$ cat src/rtl/uart_pkg.sv
// Shared definitions for the UART blocks: register map, STATUS bit layout
// and the receiver state encoding.
package uart_pkg;

    // Register select on the single address line
    localparam logic REG_DATA   = 1'b0;
    localparam logic REG_STATUS = 1'b1;

    // STATUS register bit positions
    localparam int STAT_NOT_EMPTY = 0;
    localparam int STAT_FULL      = 1;
    localparam int STAT_OVR       = 2;
    localparam int STAT_FERR      = 3;
    localparam int STAT_COUNT_LSB = 4;
    localparam int STAT_COUNT_W   = 5;

    // Receiver frame states
    typedef enum logic [1:0] {
        RX_IDLE,
        RX_START,
        RX_DATA,
        RX_STOP
    } rx_state_e;

endpackage

$ cat src/rtl/uart_rx_fifo_if.sv
// CPU-side strobe bus shared by the UART peripherals. The CPU is the master;
// the peripheral answers through data_read.
interface uart_rx_fifo_if;
    logic        addr;
    logic        rw;
    logic        uds;
    logic        lds;
    logic [15:0] data_write;
    logic [15:0] data_read;

    modport master (
        output addr, rw, uds, lds, data_write,
        input  data_read
    );

    modport slave (
        input  addr, rw, uds, lds, data_write,
        output data_read
    );
endinterface

$ cat src/rtl/sync_fifo.sv
// Single-clock FIFO with extra-MSB pointers. A pop on empty is ignored; a push
// on full is dropped unless a pop in the same cycle makes room.
module sync_fifo #(
    parameter int WIDTH      = 8,
    parameter int DEPTH_LOG2 = 4
) (
    input  logic                  clk,
    input  logic                  reset_n,
    input  logic                  i_push,
    input  logic [WIDTH-1:0]      i_data,
    input  logic                  i_pop,
    output logic [WIDTH-1:0]      o_head,
    output logic [DEPTH_LOG2:0]   o_count,
    output logic                  o_full,
    output logic                  o_empty
);

    localparam int DEPTH = 1 << DEPTH_LOG2;
    localparam logic [DEPTH_LOG2:0] PTR_ONE = 1;

    logic [WIDTH-1:0]    r_mem [DEPTH];
    logic [DEPTH_LOG2:0] r_wr_ptr;
    logic [DEPTH_LOG2:0] r_rd_ptr;
    logic                w_do_push;
    logic                w_do_pop;

    assign o_empty = (r_wr_ptr == r_rd_ptr);
    assign o_full  = (r_wr_ptr[DEPTH_LOG2] != r_rd_ptr[DEPTH_LOG2]) &&
                     (r_wr_ptr[DEPTH_LOG2-1:0] == r_rd_ptr[DEPTH_LOG2-1:0]);
    assign o_count = r_wr_ptr - r_rd_ptr;
    assign o_head  = r_mem[r_rd_ptr[DEPTH_LOG2-1:0]];

    // A pop in the same cycle frees the slot the push needs.
    assign w_do_pop  = i_pop & ~o_empty;
    assign w_do_push = i_push & (~o_full | w_do_pop);

    // Pointer advance; the extra MSB distinguishes full from empty.
    always_ff @(posedge clk or negedge reset_n) begin
        // NOTE: non-blocking (<=) for every flop so all registers see pre-edge values.
        if (!reset_n) begin
            r_wr_ptr <= '0;
            r_rd_ptr <= '0;
        end else begin
            if (w_do_push) r_wr_ptr <= r_wr_ptr + PTR_ONE;
            if (w_do_pop)  r_rd_ptr <= r_rd_ptr + PTR_ONE;
        end
    end

    // Storage write.
    always_ff @(posedge clk) begin
        // NOTE: storage has no reset; the pointers alone define what is valid.
        if (w_do_push) r_mem[r_wr_ptr[DEPTH_LOG2-1:0]] <= i_data;
    end

endmodule

$ cat src/rtl/uart_rx_fifo.sv
// 8N1 UART receiver with a byte FIFO, exposed as DATA/STATUS registers on the
// CPU strobe bus. DATA reads pop; STATUS holds sticky overrun/framing flags.
module uart_rx_fifo
    import uart_pkg::*;
#(
    parameter int DIVISOR    = 868,
    parameter int DEPTH_LOG2 = 4
) (
    input  logic           clk,
    input  logic           reset_n,
    input  logic           rx,
    uart_rx_fifo_if.slave  bus,
    output logic           rx_avail
);

    localparam int CNT_W = $clog2(DIVISOR + 1);
    localparam logic [CNT_W-1:0] HALF_BIT = CNT_W'(DIVISOR / 2);
    localparam logic [CNT_W-1:0] FULL_BIT = CNT_W'(DIVISOR);
    localparam logic [CNT_W-1:0] CNT_ONE  = 1;

    // Input synchroniser and edge detect
    logic r_rx_meta;
    logic r_rx_sync;
    logic r_rx_prev;
    logic w_rx_fall;

    // Receiver
    rx_state_e  r_state;
    rx_state_e  w_state_nxt;
    logic [CNT_W-1:0] r_cnt;
    logic [CNT_W-1:0] w_cnt_nxt;
    logic [2:0] r_bit_idx;
    logic [2:0] w_bit_nxt;
    logic [7:0] r_shift;
    logic [7:0] w_shift_nxt;
    logic       w_tick;
    logic       w_push;
    logic       w_ferr_set;

    // Bus side
    logic r_strobe_q;
    logic w_access;
    logic w_pop;
    logic w_clr;
    logic r_ovr;
    logic r_ferr;
    logic w_ovr_set;
    logic [15:0] w_status;
    logic        w_unused_wdata;

    // FIFO view
    logic [7:0]          w_head;
    logic [DEPTH_LOG2:0] w_count;
    logic                w_full;
    logic                w_empty;

    // Two-flop synchroniser plus one stage for falling-edge detection; idle high.
    always_ff @(posedge clk or negedge reset_n) begin
        if (!reset_n) begin
            r_rx_meta <= 1'b1;
            r_rx_sync <= 1'b1;
            r_rx_prev <= 1'b1;
        end else begin
            r_rx_meta <= rx;
            r_rx_sync <= r_rx_meta;
            r_rx_prev <= r_rx_sync;
        end
    end

    assign w_rx_fall = r_rx_prev & ~r_rx_sync;
    assign w_tick    = (r_cnt == CNT_ONE);

    // Receiver state and datapath registers.
    always_ff @(posedge clk or negedge reset_n) begin
        if (!reset_n) begin
            r_state   <= RX_IDLE;
            r_cnt     <= '0;
            r_bit_idx <= '0;
            r_shift   <= '0;
        end else begin
            r_state   <= w_state_nxt;
            r_cnt     <= w_cnt_nxt;
            r_bit_idx <= w_bit_nxt;
            r_shift   <= w_shift_nxt;
        end
    end

    // Receiver next state: mid-bit sampling driven by the baud down-counter.
    always_comb begin
        // NOTE: every output gets a default first so no path leaves one unassigned (no latch).
        w_state_nxt = r_state;
        w_cnt_nxt   = r_cnt;
        w_bit_nxt   = r_bit_idx;
        w_shift_nxt = r_shift;
        w_push      = 1'b0;
        w_ferr_set  = 1'b0;
        case (r_state)
            RX_IDLE: begin
                if (w_rx_fall) begin
                    w_state_nxt = RX_START;
                    w_cnt_nxt   = HALF_BIT;
                end
            end
            RX_START: begin
                if (!w_tick) begin
                    w_cnt_nxt = r_cnt - CNT_ONE;
                end else if (!r_rx_sync) begin
                    w_state_nxt = RX_DATA;
                    w_cnt_nxt   = FULL_BIT;
                    w_bit_nxt   = '0;
                end else begin
                    // Line went high again before mid start bit: a glitch.
                    w_state_nxt = RX_IDLE;
                end
            end
            RX_DATA: begin
                if (!w_tick) begin
                    w_cnt_nxt = r_cnt - CNT_ONE;
                end else begin
                    w_shift_nxt = {r_rx_sync, r_shift[7:1]};
                    w_cnt_nxt   = FULL_BIT;
                    if (r_bit_idx == 3'd7) w_state_nxt = RX_STOP;
                    else                   w_bit_nxt   = r_bit_idx + 3'd1;
                end
            end
            RX_STOP: begin
                if (!w_tick) begin
                    w_cnt_nxt = r_cnt - CNT_ONE;
                end else begin
                    w_push      = r_rx_sync;
                    w_ferr_set  = ~r_rx_sync;
                    w_state_nxt = RX_IDLE;
                end
            end
            default: w_state_nxt = RX_IDLE;
        endcase
    end

    sync_fifo #(
        .WIDTH      (8),
        .DEPTH_LOG2 (DEPTH_LOG2)
    ) u_fifo (
        .clk     (clk),
        .reset_n (reset_n),
        .i_push  (w_push),
        .i_data  (r_shift),
        .i_pop   (w_pop),
        .o_head  (w_head),
        .o_count (w_count),
        .o_full  (w_full),
        .o_empty (w_empty)
    );

    // Registered strobe copy so a held strobe acts only once.
    always_ff @(posedge clk or negedge reset_n) begin
        if (!reset_n) r_strobe_q <= 1'b0;
        else          r_strobe_q <= bus.uds | bus.lds;
    end

    assign w_access  = (bus.uds | bus.lds) & ~r_strobe_q;
    assign w_pop     = w_access & bus.rw & (bus.addr == REG_DATA);
    assign w_clr     = w_access & ~bus.rw & (bus.addr == REG_STATUS) & bus.lds;
    // A full FIFO only overflows when no pop is freeing a slot this cycle.
    assign w_ovr_set = w_push & w_full & ~w_pop;

    assign w_unused_wdata = ^{bus.data_write[15:4], bus.data_write[1:0]};

    // Sticky flags; a new event wins over a clear in the same cycle.
    always_ff @(posedge clk or negedge reset_n) begin
        if (!reset_n) begin
            r_ovr  <= 1'b0;
            r_ferr <= 1'b0;
        end else begin
            if (w_ovr_set)                              r_ovr  <= 1'b1;
            else if (w_clr && bus.data_write[STAT_OVR]) r_ovr  <= 1'b0;
            if (w_ferr_set)                              r_ferr <= 1'b1;
            else if (w_clr && bus.data_write[STAT_FERR]) r_ferr <= 1'b0;
        end
    end

    // Register read mux; DATA shows the head byte on both lanes.
    always_comb begin
        w_status = '0;
        w_status[STAT_NOT_EMPTY] = ~w_empty;
        w_status[STAT_FULL]      = w_full;
        w_status[STAT_OVR]       = r_ovr;
        w_status[STAT_FERR]      = r_ferr;
        w_status[STAT_COUNT_LSB +: STAT_COUNT_W] = STAT_COUNT_W'(w_count);
        bus.data_read = '0;
        if (bus.addr == REG_STATUS) bus.data_read = w_status;
        else if (!w_empty)          bus.data_read = {w_head, w_head};
    end

    assign rx_avail = ~w_empty;

endmodule

$ cat src/flat_wrapper.sv
// flat-port wrapper written by rule: the top's interface ports become plain ports
module uart_rx_fifo_flat import uart_pkg::*;
#(
    parameter int DIVISOR    = 868,
    parameter int DEPTH_LOG2 = 4
)
  (clk, reset_n, rx, rx_avail, bus_addr, bus_rw, bus_uds, bus_lds, bus_data_write, bus_data_read);
  uart_rx_fifo_if bus_i ();
  input  logic clk;
  input  logic reset_n;
  input  logic rx;
  output logic rx_avail;
  input wire logic [$bits(bus_i.addr)-1:0] bus_addr;
  input wire logic [$bits(bus_i.rw)-1:0] bus_rw;
  input wire logic [$bits(bus_i.uds)-1:0] bus_uds;
  input wire logic [$bits(bus_i.lds)-1:0] bus_lds;
  input wire logic [$bits(bus_i.data_write)-1:0] bus_data_write;
  output wire logic [$bits(bus_i.data_read)-1:0] bus_data_read;
  assign bus_i.addr = bus_addr;
  assign bus_i.rw = bus_rw;
  assign bus_i.uds = bus_uds;
  assign bus_i.lds = bus_lds;
  assign bus_i.data_write = bus_data_write;
  assign bus_data_read = bus_i.data_read;
  uart_rx_fifo #(.DIVISOR(DIVISOR), .DEPTH_LOG2(DEPTH_LOG2)) u_core (.clk(clk), .reset_n(reset_n), .rx(rx), .bus(bus_i), .rx_avail(rx_avail));
endmodule
$ cat config.mk
export PLATFORM = sky130hd
export DESIGN_NAME = uart_rx_fifo_flat
export DESIGN_NICKNAME = d
export VERILOG_FILES = /design/src/rtl/uart_pkg.sv /design/src/rtl/uart_rx_fifo_if.sv /design/src/rtl/sync_fifo.sv /design/src/rtl/uart_rx_fifo.sv /design/src/flat_wrapper.sv
export SDC_FILE = /design/constraint.sdc
export NUM_CORES = 1
export LEC_CHECK = 0
export CORE_MARGIN = 2
export CORE_UTILIZATION = 25
export CTS_CLUSTER_DIAMETER = 50
export DETAILED_ROUTE_END_ITERATION = 6
export PLACE_DENSITY_LB_ADDON = 0.25
export SYNTH_ARGS = -nofsm -noshare
export SYNTH_HDL_FRONTEND = slang
export SYNTH_SLANG_ARGS = --single-unit
export TNS_END_PERCENT = 5
$ cat constraint.sdc
create_clock -name clk -period 3.96 [get_ports clk]
set_input_delay 0.99 -clock clk [delete_from_list [all_inputs] [get_ports clk]]
set_output_delay 0.99 -clock clk [all_outputs]
set_load 0.005 [all_outputs]
After elaboration in Yosys (flattened, before gate mapping)
Memories as Yosys holds them, arrays and structs flattened.
Index checks and enable logic that the tools add are counted.

operators by class
  multiply operators = 0
  order comparisons = 0
  muxes and demuxes = 30
  reductions and logical operators = 11
  eq/ne operators = 17
  add/subtract/negate cells = 5
  div/mod/pow operators = 0
  shifts and indexed selects = 0
  bitwise operators = 20

operators with widths
  operator                 number
  $mux W10                 5
  $pmux W10 S4             1
  $mux W16                 2
  $mux W2                  6
  $mux W3                  4
  $and A1 B1 Y1            11
  $add A5 B1 Y5 const B    2
  $eq A10 B1 Y1 const B    1
  $mux W1                  10
  $ne A2 B1 Y1 const B     5
  $reduce_and A5 Y1        2
  $sub A10 B1 Y10 const B  1
  $pmux W2 S4              1
  $not A1 Y1               7
  $ne A2 B2 Y1 const B     3
  $pmux W3 S2              1
  $reduce_bool A2 Y1       3
  $eq A5 B5 Y1             1
  $sub A5 B5 Y5            1
  $eq A2 B2 Y1 const B     2
  $eq A4 B4 Y1             1
  $add A3 B1 Y3 const B    1
  $eq A3 B3 Y1 const B     1
  $logic_and A1 B1 Y1      3
  other kinds (7)          8

word-level totals
  memories = 1
  bits in latches = 0
  output and inout port bits = 17
  RAM bits = 128
  word-level logic and storage cells = 96
  bits of input ports = 23
  memory bits (read-only) = 0
  register bits after elaboration = 39

memory list
  name                 words  width  read ports  clocked after Yosys merged registers in  wr ports  RTL line         text
  u_core.u_fifo.r_mem  16     8      1           0                                        1         sync_fifo.sv:21  logic [WIDTH-1:0] r_mem [DEPTH];

Logic depth before layout (Yosys ltp)
  depth in word-level cells = 9
  gate-level depth with buffers = 9
  mapped depth without buffers = 7

Modules after synthesis
A second synthesis with hierarchy kept.

second synthesis, totals
  cells, all modules = 471
  area total of the unflattened synthesis = 7531.0 um^2

by module, submodules not included
  module        instances  seq. area each (um^2)  area each (um^2)  cells an instance
  sync_fifo     1          4093.9                 5754.3            295
  uart_rx_fifo  1          729.4                  1776.7            176

Worst setup path before layout
Ideal clock, no wire load.

  kind = reg2out
  start = reg u_core.u_fifo.r_rd_ptr[3]
  end = out bus_data_read[1]
  path buffers = 2
  arrival = 2.108 ns
  required time = 2.970 ns
  setup slack = 0.862 ns
  stages on the path, launching flop included = 9
  cell sequence = dfrtp_1 -> clkbuf_1 -> buf_1 -> inv_1 -> ha_1 -> nand4_1 -> o21ai_0 -> o22ai_1 -> a31o_2

on the way
  longest elaborated chain between the ends = 3
  elaborated cells on any way between the ends = 6
  classes of those cells = eq/ne (2); mux (2); reduce/logical (1); memory (1)

ends and longest elaborated chain
  what                                             RTL line                              text
  from (decl)                                      sync_fifo.sv:23                       logic [DEPTH_LOG2:0] r_rd_ptr;
  from (signal assigned)                           sync_fifo.sv:45                       if (w_do_pop) r_rd_ptr <= r_rd_ptr + PTR_ONE;
  $mem_v2 Z16 W8 (tied with other cells)           n/a
  $mux W16 or $logic_and A1 B1 Y1 (tied branches)  uart_rx_fifo.sv:191, sync_fifo.sv:28
  $mux W16 (*)                                     uart_rx_fifo.sv:190                   if (bus.addr == REG_STATUS) bus.data_read = w_status;
  to (decl)                                        flat_wrapper.sv:18                    output wire logic [$bits(bus_i.data_read)-1:0] bus_data_read;

Every way passes the cells marked *; elsewhere a longest branch is shown, timed or not.

Worst setup path in the final report
  start = reg u_core.u_fifo.r_wr_ptr[0]
  end = out bus_data_read[1]

on the way
  longest elaborated chain between the ends = 3
  elaborated cells on any way between the ends = 5
  classes of those cells = eq/ne (2); mux (2); reduce/logical (1)

ends and longest elaborated chain
  what                                             RTL line                              text
  from (decl)                                      sync_fifo.sv:22                       logic [DEPTH_LOG2:0] r_wr_ptr;
  from (signal assigned)                           sync_fifo.sv:44                       if (w_do_push) r_wr_ptr <= r_wr_ptr + PTR_ONE;
  $eq A5 B5 Y1 or $eq A4 B4 Y1 (tied branches)     sync_fifo.sv:27, sync_fifo.sv:29
  $mux W16 or $logic_and A1 B1 Y1 (tied branches)  uart_rx_fifo.sv:191, sync_fifo.sv:28
  $mux W16 (*)                                     uart_rx_fifo.sv:190

Marks and branches as above.

==> metrics.csv <==
stage;metric;value;unit
logic_synthesis;Synth Warn #;0;
power_and_ir_drop;Lkg Pwr;3.13;nW
logic_synthesis;Mapped Area;7400;µm²
clock_tree;CTS max path bufs;2;
power_and_ir_drop;total power;5.76;mW
setup_path;kind of start point of the critical path;flip-flop;
global_routing;vias in the first global route;4437;
hold_path;Hold Path Depth;0;
timing;final hold violation count;0;
route;DR vias;4256;
timing;Setup TNS;0;ps
timing;# setup viols final;0;
route;DR WL met3;567;µm
power_and_ir_drop;Clock Power Share;28.0;%
global_routing;largest net degree at the start of global routing;40;
power_and_ir_drop;Sw Share;33.5;%
layout;Ant. Diodes;0;
hold_path;Hold Path End;u_core.r_rx_sync;
die;initial core utilization;25.6;%
power_and_ir_drop;worst vdd ir;0.000300;V
power_and_ir_drop;Comb pwr share;35.7;%
logic_synthesis;Mapped Cells;457;
placement;final RePlAce weighted congestion;0.762;
power_and_ir_drop;sw power;1.93;mW
route;WL/cell;19.0;µm
clock_tree;CTS tree;yes;
timing;Least-Margin Pin Slew;950;ps
timing;RSZ-0062 raised after global routing;true;
clock_tree;worst skew pair latency;430;ps
setup_path;CP required;2970;ps
global_routing;grt total ovfl;0;
layout;Nets;561;
logic_synthesis;Post-synth ARST share;23.4;%
placement;I/O Buffers;25;
global_routing;global-route wire length before repair;27000;µm
setup_path;crit path kind;flip-flop to primary output;
route;ANT nets after route;0;
die;Die Wd;176;µm
layout;fillcell total;2814;
clock_tree;clk sinks;167;
route;final WL;17500;µm
timing;final period utilization;98.6;%
layout;area grow syn2layout;21.8;%
setup_path;R2R depth;7;
logic_synthesis;Synth Net Count;498;
layout;fin util;31.1;%
hold_path;Hold Path Class;flip-flop to flip-flop;
die;# rows;62;
logic_synthesis;post-synthesis cell type count;67;
route;DR iter-0 viols;272;
die;IO Count;40;
global_routing;Tot GR Track Use;11.8;%
setup_path;Worst Path Arrival;2920;ps
setup_path;reg-to-reg setup timing slack;1280;ps
logic_synthesis;number of synthesized flops with an enable pin;128;
die;height of the die;176;µm
timing;Slew Limit Fails;0;
route;detail-routed via count per cell;4.64;
outcome;status;finished, final reports clean;
power_and_ir_drop;Reg power frac;36.3;%
timing;Fmax achieved;0.256;GHz
route;Pre-antenna DRT Iters;4;
clock_tree;Reg clk slew, reported paths;70;ps
power_and_ir_drop;Internal Pwr Total;3.83;mW
die;Die Area;31000;µm²
clock_tree;htree depth;4;
route;M1 WL;7880;µm
logic_synthesis;sequential area share after synthesis;65.2;%
layout;layout cells sized above 1;27.8;%
route;metal2 WL;8880;µm
layout;design area;9010;µm²
route;Top Layer Used;met4;
logic_synthesis;Synth Flop Type;edfxtp_1;
route;DRC Markers;0;
logic_synthesis;Seq cells post-synth;167;
global_routing;initial antenna violation count;0;
timing;clock skew;9.01;ps
timing;Tmin final;3910;ps
timing;max_slew headroom;36.7;%
logic_synthesis;Avg Cell Area, Syn;16.2;µm²
setup_path;Max FO, Critical Path;4;
die;CORE AREA;28900;µm²
setup_path;Reg2Reg Launch Point;u_core.r_cnt[1];
power_and_ir_drop;power density over the cells;640;nW/µm²
clock_tree;Root Driver;clkbuf_16;
setup_path;CP endpoint kind;primary output;
flow_run;number of max-cap violations;0;
placement;Post-DP HPWL;11800;µm
placement;Area after DPL;8290;µm²
hold_path;hold path startpoint;u_core.r_rx_meta;
clock_tree;hold buffer count at CTS;0;
clock_tree;cts bufs inserted;17;
setup_path;worst r2r dst;u_core.u_fifo.r_mem[4][1];
-- cell families after synthesis --
group / synth area share (%)
flip-flops: 65.2
AND/OR/NAND/NOR: 8.10
AO/OA/AOI/OAI: 7.31
multiplexers: 12.5
buffers and inverters: 2.49
adder cells (fa/ha/maj): 3.15
XOR/XNOR: 1.30
-- metrics by stage --
stage          cells  hold WS, ps  setup WS, ps
5_1_grt          917          361         -46.8
6_report         917          358          53.6
3_5_place_dp     879          347         -14.0
4_1_cts          916          358          2.18
3_3_place_gp     879          350         -20.0
2_1_floorplan    457          345           862
-- registers in the layout (all words and copies together), names as in the netlist, named ones only --
| register | flops |
|---|---|
| u_core.r_cnt | 10 |
| u_core.r_state | 1 |
| u_core.r_ferr | 1 |
| u_core.r_rx_prev | 1 |
| u_core.r_strobe_q | 1 |
| u_core.u_fifo.r_mem | 128 |
| u_core.r_ovr | 1 |
| u_core.r_rx_sync | 1 |
| u_core.u_fifo.r_wr_ptr | 5 |
| u_core.r_rx_meta | 1 |
| u_core.r_shift | 8 |
| u_core.u_fifo.r_rd_ptr | 5 |
| u_core.r_bit_idx | 3 |
-- routing by layer --
layer	vias to the layer above	global-route usage, %
met4	0	2.69
met2	50	20.3
met3	10	2.50
met5	-	0
li1	1953	-
met1	2243	15.2
-- how the worst max path moves through the flow --
stage                                   start                to  slack [ps]
floorplan           u_core.u_fifo.r_rd_ptr[3]  bus_data_read[1]         860
global placement                     bus_addr  bus_data_read[9]         -20
detailed placement                   bus_addr  bus_data_read[1]         -10
CTS                 u_core.u_fifo.r_rd_ptr[2]  bus_data_read[3]           2
global route        u_core.u_fifo.r_rd_ptr[2]  bus_data_read[1]         -50
finish              u_core.u_fifo.r_wr_ptr[0]  bus_data_read[1]          50
-- cell usage after synthesis (2+ instances only) --
library cell | n | area (µm²)
a2bb2oi_1 | 2 | 17.5
o211ai_1 | 2 | 15.0
nand3_1 | 8 | 40.0
nor3_1 | 10 | 50.1
nand2b_1 | 2 | 12.5
nor3_2 | 8 | 80.1
a31o_2 | 2 | 17.5
dfstp_2 | 3 | 78.8
o22ai_1 | 6 | 37.5
mux2_2 | 9 | 101
a221oi_1 | 2 | 17.5
a22o_1 | 3 | 26.3
mux2i_1 | 10 | 100
clkbuf_1 | 7 | 26.3
o311ai_0 | 3 | 26.3
nor2b_1 | 4 | 25.0
nor4_1 | 4 | 25.0
a41o_1 | 2 | 20.0
a32o_1 | 2 | 20.0
and3_1 | 2 | 12.5
xnor2_1 | 7 | 61.3
a221o_1 | 2 | 20.0
edfxtp_1 | 128 | 3840
o221a_2 | 2 | 22.5
ha_1 | 17 | 213
inv_1 | 26 | 97.6
xor2_1 | 4 | 35.0
buf_2 | 6 | 30.0
a21oi_1 | 3 | 15.0
a31oi_1 | 3 | 18.8
and2_1 | 9 | 56.3
nor2_1 | 13 | 48.8
mux4_2 | 32 | 721
dfrtp_1 | 36 | 901
a22oi_1 | 4 | 30.0
a21o_1 | 4 | 30.0
a211oi_1 | 4 | 30.0
o21bai_1 | 2 | 15.0
o21ai_0 | 10 | 50.1
nand4_1 | 7 | 43.8
a21o_2 | 3 | 26.3
nand2_1 | 15 | 56.3
or3_1 | 2 | 12.5
buf_6 | 2 | 22.5
and4_1 | 3 | 26.3
-- cell type report --
type	instances	area (µm²)	area share [%]
clock buffer	17	425	4.72
clock inverter	15	154	1.71
inverter	27	101	1.12
multi-input combinational	247	2450	27.2
sequential	167	4820	53.6
tap	384	480	5.33
timing repair buffer	60	574	6.38
-- power groups by stage --
| stage | Sequential (mW) | Combinational (mW) | Clock (mW) |
|---|---|---|---|
| floorplan | 2.09 | 1.25 | 0 |
| global placement | 2.12 | 1.89 | 0 |
| detailed placement | 2.12 | 1.92 | 0 |
| CTS | 2.09 | 2.05 | 1.66 |
| global route | 2.11 | 2.25 | 1.72 |
| finish | 2.09 | 2.05 | 1.62 |
-- repair_timing --
action,in CTS,in global routing
gates cloned,1,0
pin swaps,0,0
endpoints found under the setup margin,5,8
resized for setup,9,5
buffers inserted,4,1
-- cell usage in the layout, fill, tap and decap left out, types with 6 or more instances in the layout --
| cell | instances |
|---|---|
| xnor2_1 | 7 |
| nor2_1 | 13 |
| clkdlybuf4s50_1 | 24 |
| mux4_2 | 32 |
| nand2_1 | 15 |
| o21ai_0 | 9 |
| dfrtp_1 | 35 |
| edfxtp_1 | 128 |
| nor3_1 | 10 |
| mux2_2 | 9 |
| mux2i_2 | 6 |
| and2_1 | 9 |
| buf_4 | 30 |
| clkbuf_16 | 17 |
| nand4_1 | 7 |
| nor3_2 | 8 |
| inv_8 | 6 |
| inv_1 | 26 |
| ha_1 | 17 |
| nand3_1 | 8 |
-- critical path: stages, from the launching register on --
cell,delay [ps]
dfrtp_1,400
inv_1,150
ha_1,390
nand4_1,190
o211ai_1,430
o22ai_2,230
a31o_2,260
clkdlybuf4s50_1,440
(Power assumes the default switching activity.)
